`src/rtl/pc_stack.sv`:
```
// Program-counter stack for the fetch stage: one active PC per call level, DEPTH levels.
// Optional macro PC_STACK_REL_EN adds pc_rel for PC-relative set/call targets.
module pc_stack #(
   parameter int PC_W  = 9,
   parameter int DEPTH = 8,
   localparam int PTR_W = $clog2(DEPTH)
) (
   input  logic             clk,
   input  logic             rst_n,
   input  logic             pc_inc,
   input  logic             pc_set,
   input  logic             pc_call,
   input  logic             pc_ret,
`ifdef PC_STACK_REL_EN
   input  logic             pc_rel,
`endif
   input  logic [PC_W-1:0]  pc_set_value,
   input  logic             err_clr,
   output logic [PC_W-1:0]  pc_out,
   output logic [PTR_W-1:0] level,
   output logic             full,
   output logic             empty,
   output logic             ovf,
   output logic             unf,
   output logic             err
);

   localparam logic [PTR_W-1:0] LAST_LEVEL = PTR_W'(DEPTH - 1);

   logic [PC_W-1:0] slot [DEPTH];
   logic [PC_W-1:0] target;
   logic [PC_W-1:0] pc_next_seq;

   assign pc_out      = slot[level];
   assign pc_next_seq = pc_out + PC_W'(1);
   assign full        = (level == LAST_LEVEL);
   assign empty       = (level == '0);

`ifdef PC_STACK_REL_EN
   // Adding the raw value modulo 2**PC_W is the same as adding its sign-extended form.
   assign target = pc_rel ? (pc_out + pc_set_value) : pc_set_value;
`else
   assign target = pc_set_value;
`endif

   // One action per cycle by priority; a new error in the err_clr cycle wins over the clear.
   always_ff @(posedge clk) begin
      if (!rst_n) begin
         for (int i = 0; i < DEPTH; i++) begin
            slot[i] <= '0;
         end
         level <= '0;
         ovf   <= 1'b0;
         unf   <= 1'b0;
         err   <= 1'b0;
      end else begin
         if (err_clr) begin
            ovf <= 1'b0;
            unf <= 1'b0;
            err <= 1'b0;
         end
         if (pc_call && pc_ret) begin
            err <= 1'b1;
         end else if (pc_call) begin
            if (full) begin
               ovf <= 1'b1;
               err <= 1'b1;
            end else begin
               slot[level]                 <= pc_next_seq;
               slot[level + PTR_W'(1)]     <= target;
               level                       <= level + PTR_W'(1);
            end
         end else if (pc_ret) begin
            if (empty) begin
               unf <= 1'b1;
               err <= 1'b1;
            end else begin
               level <= level - PTR_W'(1);
            end
         end else if (pc_set) begin
            slot[level] <= target;
         end else if (pc_inc) begin
            slot[level] <= pc_next_seq;
         end
      end
   end

endmodule

```
`config.mk`:
```
export PLATFORM = sky130hd
export DESIGN_NAME = pc_stack
export DESIGN_NICKNAME = d
export VERILOG_FILES = /design/src/rtl/pc_stack.sv
export SDC_FILE = /design/constraint.sdc
export NUM_CORES = 1
export LEC_CHECK = 0
export BUFFER_PORTS_ARGS = -buffer_cell sky130_fd_sc_hd__buf_2
export CORE_ASPECT_RATIO = 1.25
export CORE_UTILIZATION = 65
export CTS_CLUSTER_DIAMETER = 100
export DETAILED_ROUTE_END_ITERATION = 10
export PLACE_DENSITY = 0.95
export SYNTH_ARGS = -nofsm -noshare
export SYNTH_HDL_FRONTEND = slang
export SYNTH_SLANG_ARGS = --single-unit
export TNS_END_PERCENT = 20
```
`constraint.sdc`:
```
create_clock -name clk -period 6.1 [get_ports clk]
set_input_delay 0.61 -clock clk [delete_from_list [all_inputs] [get_ports clk]]
set_output_delay 0.61 -clock clk [all_outputs]
set_load 0.1 [all_outputs]
```
## Yosys cells after proc, flatten, opt, wreduce, memory -nomap -nowiden

Memory sizes are Yosys's and may differ from the RTL's. A register that Yosys moved wholly into a read port is not among the register bits.
Cells that the tools add are included.
Widths: inputs -> output; s select.

| word-level totals | value |
|---|---|
| flip-flop bits (word level) | 6 |
| word-level logic and storage cells | 68 |
| memories kept | 1 |
| memory bits (writable) | 72 |
| output and inout bits | 17 |

Memories:

| memory | words | bits a word | read ports | clocked after Yosys merged registers in | wr ports | RTL line | text |
|---|---|---|---|---|---|---|---|
| slot | 8 | 9 | 1 | 1 | 8 | 30 | `logic [PC_W-1:0] slot [DEPTH];` |

| operators by class | value |
|---|---|
| reduce and logical (&&, ||, !) cells | 6 |
| bitwise gates (word level) | 3 |
| multiplexer cells | 48 |
| add/subtract/negate cells | 3 |
| equality and inequality tests | 3 |

Operator list:

| kind | number |
|---|---|
| $mux 1 | 36 |
| $mux 9 | 4 |
| $mux 3 | 8 |
| $reduce_or 9->1 | 2 |
| $add 9x1->9 const B | 1 |
| $ne 2x2->1 const B | 2 |
| $reduce_and 4->1 | 1 |
| $add 3x1->3 const B | 1 |
| $eq 3x3->1 const B | 1 |
| $logic_not 3->1 | 1 |
| $sub 3x1->3 const B | 1 |
| $or 1x1->1 | 2 |
| $reduce_bool 2->1 | 1 |
| $logic_and 1x1->1 | 1 |
| $not 1->1 | 1 |

## Logic depth before layout (Yosys ltp)

Gate-level depths: netlist of the first run.

| depth | value |
|---|---|
| depth after elaboration | 10 |
| gate-level depth with buffers | 10 |
| gate-level depth less buffers | 7 |

## Worst setup path after synthesis of the first run

Ideal clock, no wire load.

| timing path | value |
|---|---|
| kind | reg-to-reg |
| start point | register level[1] |
| end point | memory slot[0][0], enable pin |
| period minus slack after synthesis | 3,487 ps |
| data arrival time | 3,146 ps |
| setup time | 341 ps |
| stages on the path, launching flop included | 8 |
| data required time | 5,759 ps |
| path slack | 2,613 ps |
| path through | dfxtp_1 ha_1 ha_1 nand2_1 nand4b_1 clkbuf_1 or2_2 nand3_1 |

RTL lines:

| item | RTL line | text |
|---|---|---|
| start: declaration | 20 | `output logic [PTR_W-1:0] level,` |
| start signal: assignment | 71 | `level <= level + PTR_W'(1);` |
| start signal: assignment | 78 | `level <= level - PTR_W'(1);` |
| end: declaration | 30 |  |

==> results of run 1 <==
synthesized netlist by cell type (2+ instances only):
cell	count
or2_2	9
nand4_1	5
buf_6	3
or3_1	6
nor3_1	2
o21ai_1	7
o21ai_0	29
nand3_1	12
o31ai_1	5
edfxtp_1	72
a32o_1	32
inv_1	8
a31oi_1	2
dfxtp_1	9
nand3b_1	3
a21oi_1	5
mux2_2	5
nand2_1	47
a22o_1	9
nor2b_1	5
ha_1	5
clkbuf_1	13
o2bb2ai_1	6
buf_2	3
xnor2_1	3
buf_1	7
mux4_1	15
nor2_1	32
mux2i_1	8
nand2b_1	6
sequential cells by signal, indices dropped and copies added (netlist names), named ones only:
name   flops
level      3
slot      72
unf        1
err        1
ovf        1
worst max path at each step:
stage                 end  depth (start not counted)
5_1_grt        slot[0][6]                          5
3_5_place_dp   slot[4][4]                          6
3_3_place_gp   slot[3][8]                          6
4_1_cts        slot[7][8]                          8
2_1_floorplan  slot[0][0]                          7
6_report       slot[7][8]                          6
routing by layer:
layer  share of wire  routed length (um)  global-route usage
met1            0.34                4210               0.413
met2            0.48                5920               0.603
met3            0.12                1490              0.0900
met4           0.053                 651               0.207
met5               0                   0                   0
where the power goes:
part	switching, mW	leakage [nW]	internal (mW)
logic	0.379	0.831	0.116
clock network	0.210	0.103	0.230
registers	0.0216	0.821	0.647
total	0.611	1.76	0.993
cell type report:
cell class / count / area, um2 / share of cell area
Timing Repair Buffer: 34 / 175 / 0.0357
Inverter: 9 / 33.8 / 0.00688
Tap cell: 87 / 109 / 0.0222
Sequential cell: 81 / 2340 / 0.477
Clock inverter: 7 / 92.6 / 0.0189
Clock buffer: 9 / 124 / 0.0252
Multi-Input combinational cell: 270 / 2030 / 0.414
per-stage QoR:
stage	total power, mW	cell area [um2]
3_5_place_dp	1.16	4690
2_1_floorplan	1.06	4550
5_1_grt	1.64	4910
4_1_cts	1.59	4910
3_3_place_gp	1.15	4690
6_report	1.60	4910
layout by cell type (no fill, tap or decap), drive strengths merged, types with 12 or more instances in the layout:
cell / count
mux4: 16
nand2: 47
o21ai: 36
nor2: 32
nand3: 12
edfxtp: 72
buf: 34
a32o: 32
worst max-delay path, delay by kind of cell (launching register included):
kind            cells  cell delay [ps]
compound gates      1              360
fa+ha+maj           1              210
buf+inv             1               50
flops               1              860
mux                 1              370
simple gates        2             1120
cell families (layout without fill, tap and decap cells):
kind of cell / after synthesis / after routing / share of synthesized area
flops: 81 / 81 / 0.515
simple gates: 134 / 134 / 0.142
buf+inv: 36 / 59 / 0.0380
compound gates: 97 / 97 / 0.159
fa+ha+maj: 5 / 5 / 0.0138
xor+xnor: 4 / 4 / 0.00771
mux: 30 / 30 / 0.125
==> flow_summary_export.csv, run 1 <==
group,metric,value,unit
status,run_status,"finished, final reports clean",
detailed_routing,wirelength,12.3,mm
timing,finalHoldWorstSlack,481,ps
yosys,post_synth_instance_area,4550,um2
die,pin_count,33,
critical_path,crit_path_max_fanout,13,
timing,worst_clock_skew_on_the_final_layout,14.1,ps
hold_path,worstHoldPathType,"reg -> reg",
yosys,synth_flop_cell,"edfxtp_1",
timing,rsz_0062_raised_after_global_routing,"false",
hold_path,hold_depth,2,
critical_path,crit-reg2reg-capture,"slot[7][8]",
cells_and_area,count_of_fill_cells_added_during_filler_insertion,440,
timing,finalSetupViolCount,0,
critical_path,critical_path.cell_chain,"mux2_2 -> ha_1 -> inv_1 -> or4_4 -> or3_1 -> a32o_1",
global_route,grt_overflow,0,
detailed_routing,avgRoutedWirePerCell,24.7,um
critical_path,worstSetupPathType,"reg -> reg",
critical_path,critPathRequiredTime,6210,ps
timing,setup_tns,0,ps
cts,cts_hold_buf,0,
yosys,seq_area_frac_synth,0.515,
cells_and_area,finalNonFillerCells,497,
timing,setup_slack,2890,ps
timing,fin_crit_sh,0.526,
detailed_routing,first_pass_iters,9,
cells_and_area,post-route-util,0.738,
power,cellLeakagePower,1.76,nW
cts,worstSkewPairLatency,370,ps
timing,fmax,311,MHz
place,gp_congestion,0.959,
cells_and_area,design.final.nets,426,
cts,cts_sinks,81,
detailed_routing,drt-initial-drc-count,570,
hold_path,worstHoldStart,"ovf",
detailed_routing,num_vias,3711,
timing,final_max_slew_viol_count,0,
cts,cts_buffer_depth,2,
critical_path,r2r_setup_slack,2890,ps
yosys,ys_top_cells_by_area,"edfxtp_1, mux4_1, a32o_1",
cts,cts_made_buffers,9,
yosys,netlist_instances,387,
cts,clk_transition_reported_paths,100,ps
cts,cts-resized-gates,0,
yosys,synth_top_area_frac,0.476,
run,timing.max_cap.violations,0,
yosys,number_of_warnings_reported_in_the_yosys_synthesis_log,0,
place,placedCellCount,481,
global_route,pin_count_of_the_biggest_net_entering_global_routing,21,
power,ir_drop,0.247,mV
die,placeable_core_region,6650,um2
yosys,synthesis.nets,408,
die,row_count,33,
yosys,synthArstFlopShare,0,
place,dpl.hpwl,8.25,mm
yosys,post_synth_num_cell_types,44,
detailed_routing,average_via_count_per_standard_cell,7.47,
critical_path,timing.reg2reg.worst_path_depth,6,
detailed_routing,ant_nets,0,
cts,h-tree-depth,3,
timing,post-route-min-period,3210,ps
critical_path,end_kind,"register",
place,dpl_worst_slack,2950,ps
cts,tritoncts_clock_tree,"yes",
die,die-area,7340,um2
die,start_util,0.684,
global_route,groute.usage.overall,0.356,
timing,final_hold_viol_count,0,
yosys,post-synth-top-area-cell,"edfxtp_1",
place,place.port_buffers,32,
yosys,post_synth_edffs,72,
global_route,grt_first_pass_wirelength,18.9,mm
cts,cell_at_the_root_of_the_clock_tree,"clkbuf_8",
hold_path,hold_path_end,"ovf",
yosys,postSynthRegisterBits,81,
die,floorplan.die.height,95.5,um
global_route,first_global_vias,3550,
critical_path,critPathLaunchType,"register",
detailed_routing,drc,0,
critical_path,timing.critical_path.slowest_stage_cell,"dfxtp_1",
critical_path,max_stage_delay,860,ps
critical_path,worst-endpoint-arrival,3330,ps
yosys,synth.avg_cell_area,11.7,um2
cells_and_area,post_route_cells_drive_above_1_share,0.161,
cts,cts.repair_timing.setup_buffer_count,0,
die,floorplan.die.width,76.8,um
cells_and_area,insertedDiodeCount,0,
power,cellPowerDensity,327,nW/um2
timing,relative_max_transition_margin,0.0983,
cells_and_area,area.growth.synth_to_final,7.95,%
timing,tightest_slew,1340,ps
global_route,grt_antenna_before_repair,0,
(Power assumes the default switching activity.)
==> inputs of run 2 (changes only) <==
--- a/config.mk
+++ b/config.mk
@@ -7,10 +7,10 @@
 export LEC_CHECK = 0
 export BUFFER_PORTS_ARGS = -buffer_cell sky130_fd_sc_hd__buf_2
 export CORE_ASPECT_RATIO = 1.25
-export CORE_UTILIZATION = 65
+export CORE_UTILIZATION = 60
 export CTS_CLUSTER_DIAMETER = 100
 export DETAILED_ROUTE_END_ITERATION = 10
-export PLACE_DENSITY = 0.95
+export PLACE_DENSITY = 0.9
 export SYNTH_ARGS = -nofsm -noshare
 export SYNTH_HDL_FRONTEND = slang
 export SYNTH_SLANG_ARGS = --single-unit
==> constraint.sdc (replaced) <==
create_clock -name clk -period 3.2 [get_ports clk]
set_input_delay 0.32 -clock clk [delete_from_list [all_inputs] [get_ports clk]]
set_output_delay 0.32 -clock clk [all_outputs]
set_load 0.1 [all_outputs]
==> flow_summary_export.csv, run 2 (synthesized netlist as in run 1, its figures left out) <==
group,metric,value,unit
status,run_status,"finished, final reports clean",
cells_and_area,largest_register_ff_count,72,
critical_path,crit_path_max_fanout,8,
cells_and_area,post_route_cells_drive_above_1_share,0.191,
die,floorplan.die.width,79.9,um
power,post-layout-total-power,3.11,mW
global_route,pin_count_of_the_biggest_net_entering_global_routing,19,
timing,finalSetupViolCount,0,
cts,tritoncts_clock_tree,"yes",
cells_and_area,most-common-layout-cells,"edfxtp_1, nand2_1, nor2_1, a32o_1, buf_2",
cts,cts_sinks,81,
cells_and_area,seqCellArea,2340,um2
global_route,grt_overflow,0,
cells_and_area,leading_cell_type_in_the_layout_fill_and_taps_excluded,"edfxtp_1",
timing,tightest_slew,782,ps
critical_path,critPathRequiredTime,3310,ps
global_route,first_global_vias,3649,
detailed_routing,wirelength,12.5,mm
cells_and_area,biggestRegsByFlops,"slot: 72 flops, level: 3 flops",
cts,cts_buffer_depth,2,
timing,relative_max_transition_margin,0.477,
critical_path,worst-endpoint-arrival,2970,ps
cts,cts-resized-gates,0,
die,floorplan.die.height,99.3,um
power,cellPowerDensity,618,nW/um2
timing,setup_tns,0,ps
place,dpl.hpwl,8.87,mm
place,place.port_buffers,32,
timing,final_hold_viol_count,0,
cts,cts_made_buffers,9,
cells_and_area,regMostFlops,"slot",
cts,cts.repair_timing.setup_buffer_count,0,
critical_path,end_kind,"register",
timing,worst_clock_skew_on_the_final_layout,11.2,ps
die,die-area,7930,um2
cells_and_area,area.growth.synth_to_final,10.5,%
global_route,grt_first_pass_wirelength,19.3,mm
detailed_routing,drt-initial-drc-count,536,
cells_and_area,count_of_fill_cells_added_during_filler_insertion,525,
cts,clk_transition_reported_paths,80,ps
timing,final_max_slew_viol_count,0,
timing,fmax,349,MHz
die,placeable_core_region,7360,um2
cts,cts_hold_buf,0,
detailed_routing,first_pass_iters,7,
cts,h-tree-depth,3,
detailed_routing,ant_nets,0,
detailed_routing,avgRoutedWirePerCell,24.2,um
power,ir_drop,0.699,mV
detailed_routing,num_vias,3743,
die,row_count,35,
die,start_util,0.618,
critical_path,critPathLaunchType,"register",
detailed_routing,drc,0,
die,pin_count,33,
detailed_routing,average_via_count_per_standard_cell,7.25,
timing,fin_crit_sh,0.894,
cells_and_area,design.final.nets,440,
timing,post-route-min-period,2860,ps
hold_path,worstHoldPathType,"in -> reg",
place,gp_congestion,0.914,
timing,rsz_0062_raised_after_global_routing,"false",
place,place_area,4810,um2
global_route,grt_antenna_before_repair,0,
cells_and_area,fin_area,5020,um2
cts,worstSkewPairLatency,350,ps
cells_and_area,multiInputGateArea,2030,um2
cells_and_area,insertedDiodeCount,0,
cts,cell_at_the_root_of_the_clock_tree,"clkbuf_8",
global_route,groute.usage.overall,0.337,
critical_path,worstSetupPathType,"reg -> reg",
run,timing.max_cap.violations,0,
power,cellLeakagePower,1.83,nW
run 2: cell count changes in the layout (fill, tap and decap cells not counted), sizes merged:
cell / delta
clkinvlp: -1
clkinv: +1
buf: +14
run 2: where the power goes:
| group | switching (mW) | leakage (nW) | total (mW) | internal [mW] |
|---|---|---|---|---|
| combinational | 0.761 | 0.900 | 1.01 | 0.253 |
| sequential | 0.0361 | 0.821 | 1.27 | 1.23 |
| clock | 0.382 | 0.107 | 0.821 | 0.439 |
run 2: cell type report:
type	count	area share
clock buffer	9	0.0247
clock inverter	7	0.0187
inverter	9	0.00672
multi-input combinational	270	0.405
sequential	81	0.466
tap	92	0.0229
timing repair buffer	48	0.0558
run 2: per-layer routing:
layer	part of all wire	GRT usage	wire length [um]
met1	0.34	0.393	4210
met2	0.50	0.567	6200
met3	0.099	0.0505	1230
met4	0.067	0.228	834
met5	0	0	0
run 2: worst max-delay path, cell delays in order, from the launching register on:
cell     delay (ps)
dfxtp_1         470
mux4_1          280
mux2_2          210
ha_1            200
inv_1            50
or4_4           560
or3_1           530
a32o_1          320
run 2: per-stage QoR:
step / setup WS, ps / util / hold WS (ps) / cells
after floorplan: -275 / - / 487 / 387
after global placement: 515 / 0.653 / 450 / 500
after detailed placement: 409 / 0.653 / 462 / 500
after CTS: 370 / 0.683 / 250 / 516
after global routing: 231 / 0.683 / 270 / 516
final: 338 / 0.683 / 249 / 516
run 2: worst paths after layout:
| check | slack [ps] | cells after the start | startpoint | end |
|---|---|---|---|---|
| worst min register to register | 470 | 2 | ovf | ovf |
| worst max-delay path | 340 | 7 | register | slot[0][8] |
| worst max register to register | 340 | 7 | register | slot[0][8] |
| worst min-delay path | 250 | 3 | err_clr | unf |
==> inputs of run 3 (changes only) <==
--- a/config.mk
+++ b/config.mk
@@ -10,7 +10,8 @@
 export CORE_UTILIZATION = 60
 export CTS_CLUSTER_DIAMETER = 100
 export DETAILED_ROUTE_END_ITERATION = 10
-export PLACE_DENSITY = 0.9
+export HOLD_SLACK_MARGIN = 0.05
+export PLACE_DENSITY = 0.81
 export SYNTH_ARGS = -nofsm -noshare
 export SYNTH_HDL_FRONTEND = slang
 export SYNTH_SLANG_ARGS = --single-unit
==> flow_summary_export.csv, run 3 (synthesized netlist as in run 1, its figures left out) <==
group,metric,value,unit
timing,relative_max_transition_margin,0.524,
detailed_routing,first_pass_iters,6,
global_route,first_global_vias,3609,
die,pin_count,33,
cells_and_area,post-route-util,0.681,
die,die-area,7930,um2
global_route,grt_antenna_before_repair,0,
critical_path,critPathLaunchType,"register",
cells_and_area,post_route_cells_drive_above_1_share,0.192,
timing,fmax,337,MHz
cts,h-tree-depth,3,
critical_path,crit_path_max_fanout,8,
die,floorplan.die.width,79.9,um
timing,fin_crit_sh,0.927,
cts,clk_transition_reported_paths,80,ps
cells_and_area,area.growth.synth_to_final,10.2,%
cells_and_area,most-common-layout-cells,"edfxtp_1, nand2_1, nor2_1, a32o_1, buf_2",
place,place.port_buffers,32,
timing,setup_tns,0,ps
run,timing.max_cap.violations,0,
die,placeable_core_region,7360,um2
timing,finalSetupViolCount,0,
hold_path,worstHoldStart,"err_clr",
detailed_routing,num_vias,3687,
global_route,grt_first_pass_wirelength,19.4,mm
detailed_routing,wirelength,12.7,mm
cells_and_area,largest_register_ff_count,72,
die,row_count,35,
cts,cts_buffer_depth,2,
power,cellLeakagePower,1.82,nW
cells_and_area,design.final.nets,442,
status,run_status,"finished, final reports clean",
cts,cts-resized-gates,0,
critical_path,max_stage_delay,590,ps
global_route,pin_count_of_the_biggest_net_entering_global_routing,15,
timing,post-route-min-period,2970,ps
detailed_routing,drt-initial-drc-count,553,
timing,finalHoldWorstSlack,237,ps
die,start_util,0.618,
place,placedCellCount,502,
global_route,groute.usage.overall,0.345,
cells_and_area,regMostFlops,"slot",
cells_and_area,count_of_fill_cells_added_during_filler_insertion,536,
place,dpl_worst_slack,332,ps
critical_path,path_delay_family,"multiplexers",
critical_path,timing.critical_path.buf_inv,0,
critical_path,worst-endpoint-arrival,3190,ps
place,place_area,4820,um2
cts,cell_at_the_root_of_the_clock_tree,"clkbuf_8",
timing,final_hold_viol_count,0,
detailed_routing,drc,0,
cts,cts_hold_buf,0,
cts,cts_made_buffers,9,
detailed_routing,ant_nets,0,
power,cellPowerDensity,597,nW/um2
timing,tightest_slew,710,ps
timing,final_max_slew_viol_count,0,
cells_and_area,leading_cell_type_in_the_layout_fill_and_taps_excluded,"edfxtp_1",
timing,worst_clock_skew_on_the_final_layout,10.7,ps
critical_path,critical_path.cell_chain,"mux4_1 -> mux2_2 -> ha_1 -> or3_1 -> a31oi_1 -> a22o_1",
power,ir_drop,0.457,mV
detailed_routing,average_via_count_per_standard_cell,7.12,
critical_path,timing.critical_path.slowest_stage_cell,"mux4_1",
cells_and_area,biggestRegsByFlops,"slot: 72 flops, level: 3 flops",
power,post-layout-total-power,2.99,mW
global_route,grt_overflow,0,
cells_and_area,fin_area,5010,um2
timing,setup_slack,233,ps
critical_path,critPathRequiredTime,3420,ps
place,gp_congestion,0.975,
critical_path,end_kind,"register",
place,dpl.hpwl,9.08,mm
cts,tritoncts_clock_tree,"yes",
cells_and_area,insertedDiodeCount,0,
die,floorplan.die.height,99.3,um
cts,worstSkewPairLatency,360,ps
cts,cts.repair_timing.setup_buffer_count,0,
hold_path,worstHoldPathType,"in -> reg",
critical_path,worstSetupPathType,"reg -> reg",
timing,rsz_0062_raised_after_global_routing,"false",
cells_and_area,finalNonFillerCells,518,
detailed_routing,avgRoutedWirePerCell,24.6,um
cts,cts_sinks,81,
==> run 3: changes by cell type in the layout (fill, tap and decap cells not counted) <==
cell,delta
clkbuf_1,+2
clkinvlp_4,+2
clkinv_1,-1
buf_4,+2
clkinv_4,-1
bufinv_16,-1
inv_6,-1
==> run 3: where the power goes <==
part	leakage (nW)	switching [mW]	internal, mW
clock	0.0856	0.383	0.360
sequential	0.821	0.0441	1.23
combinational	0.911	0.728	0.243
total	1.82	1.16	1.84
==> run 3: tightest hold or removal path, cell delays in order <==
cell,delay (ps)
buf_2,90
nand2b_1,90
a21oi_1,50
==> run 3: final timing paths <==
kind | to | slack, ps | cells past startpoint
max | slot[1][2] | 230 | 6
min | unf | 240 | 3
max reg2reg | slot[1][2] | 230 | 6
min reg2reg | unf | 470 | 2
==> run 3: metal layers <==
metal	vias to the layer above	share of wire	GRT usage
li1	1591	-	-
met1	1748	0.36	0.419
met2	271	0.48	0.554
met3	77	0.090	0.0688
met4	0	0.068	0.231
met5	-	0	0
==> run 3: final cells by class <==
cell class	count	area, um2	share of cell area
clock inverter	5	57.6	0.0115
multi-input combinational	270	2030	0.406
tap	92	115	0.0230
clock buffer	11	131	0.0262
inverter	9	33.8	0.00674
timing repair buffer	50	295	0.0589
sequential	81	2340	0.468
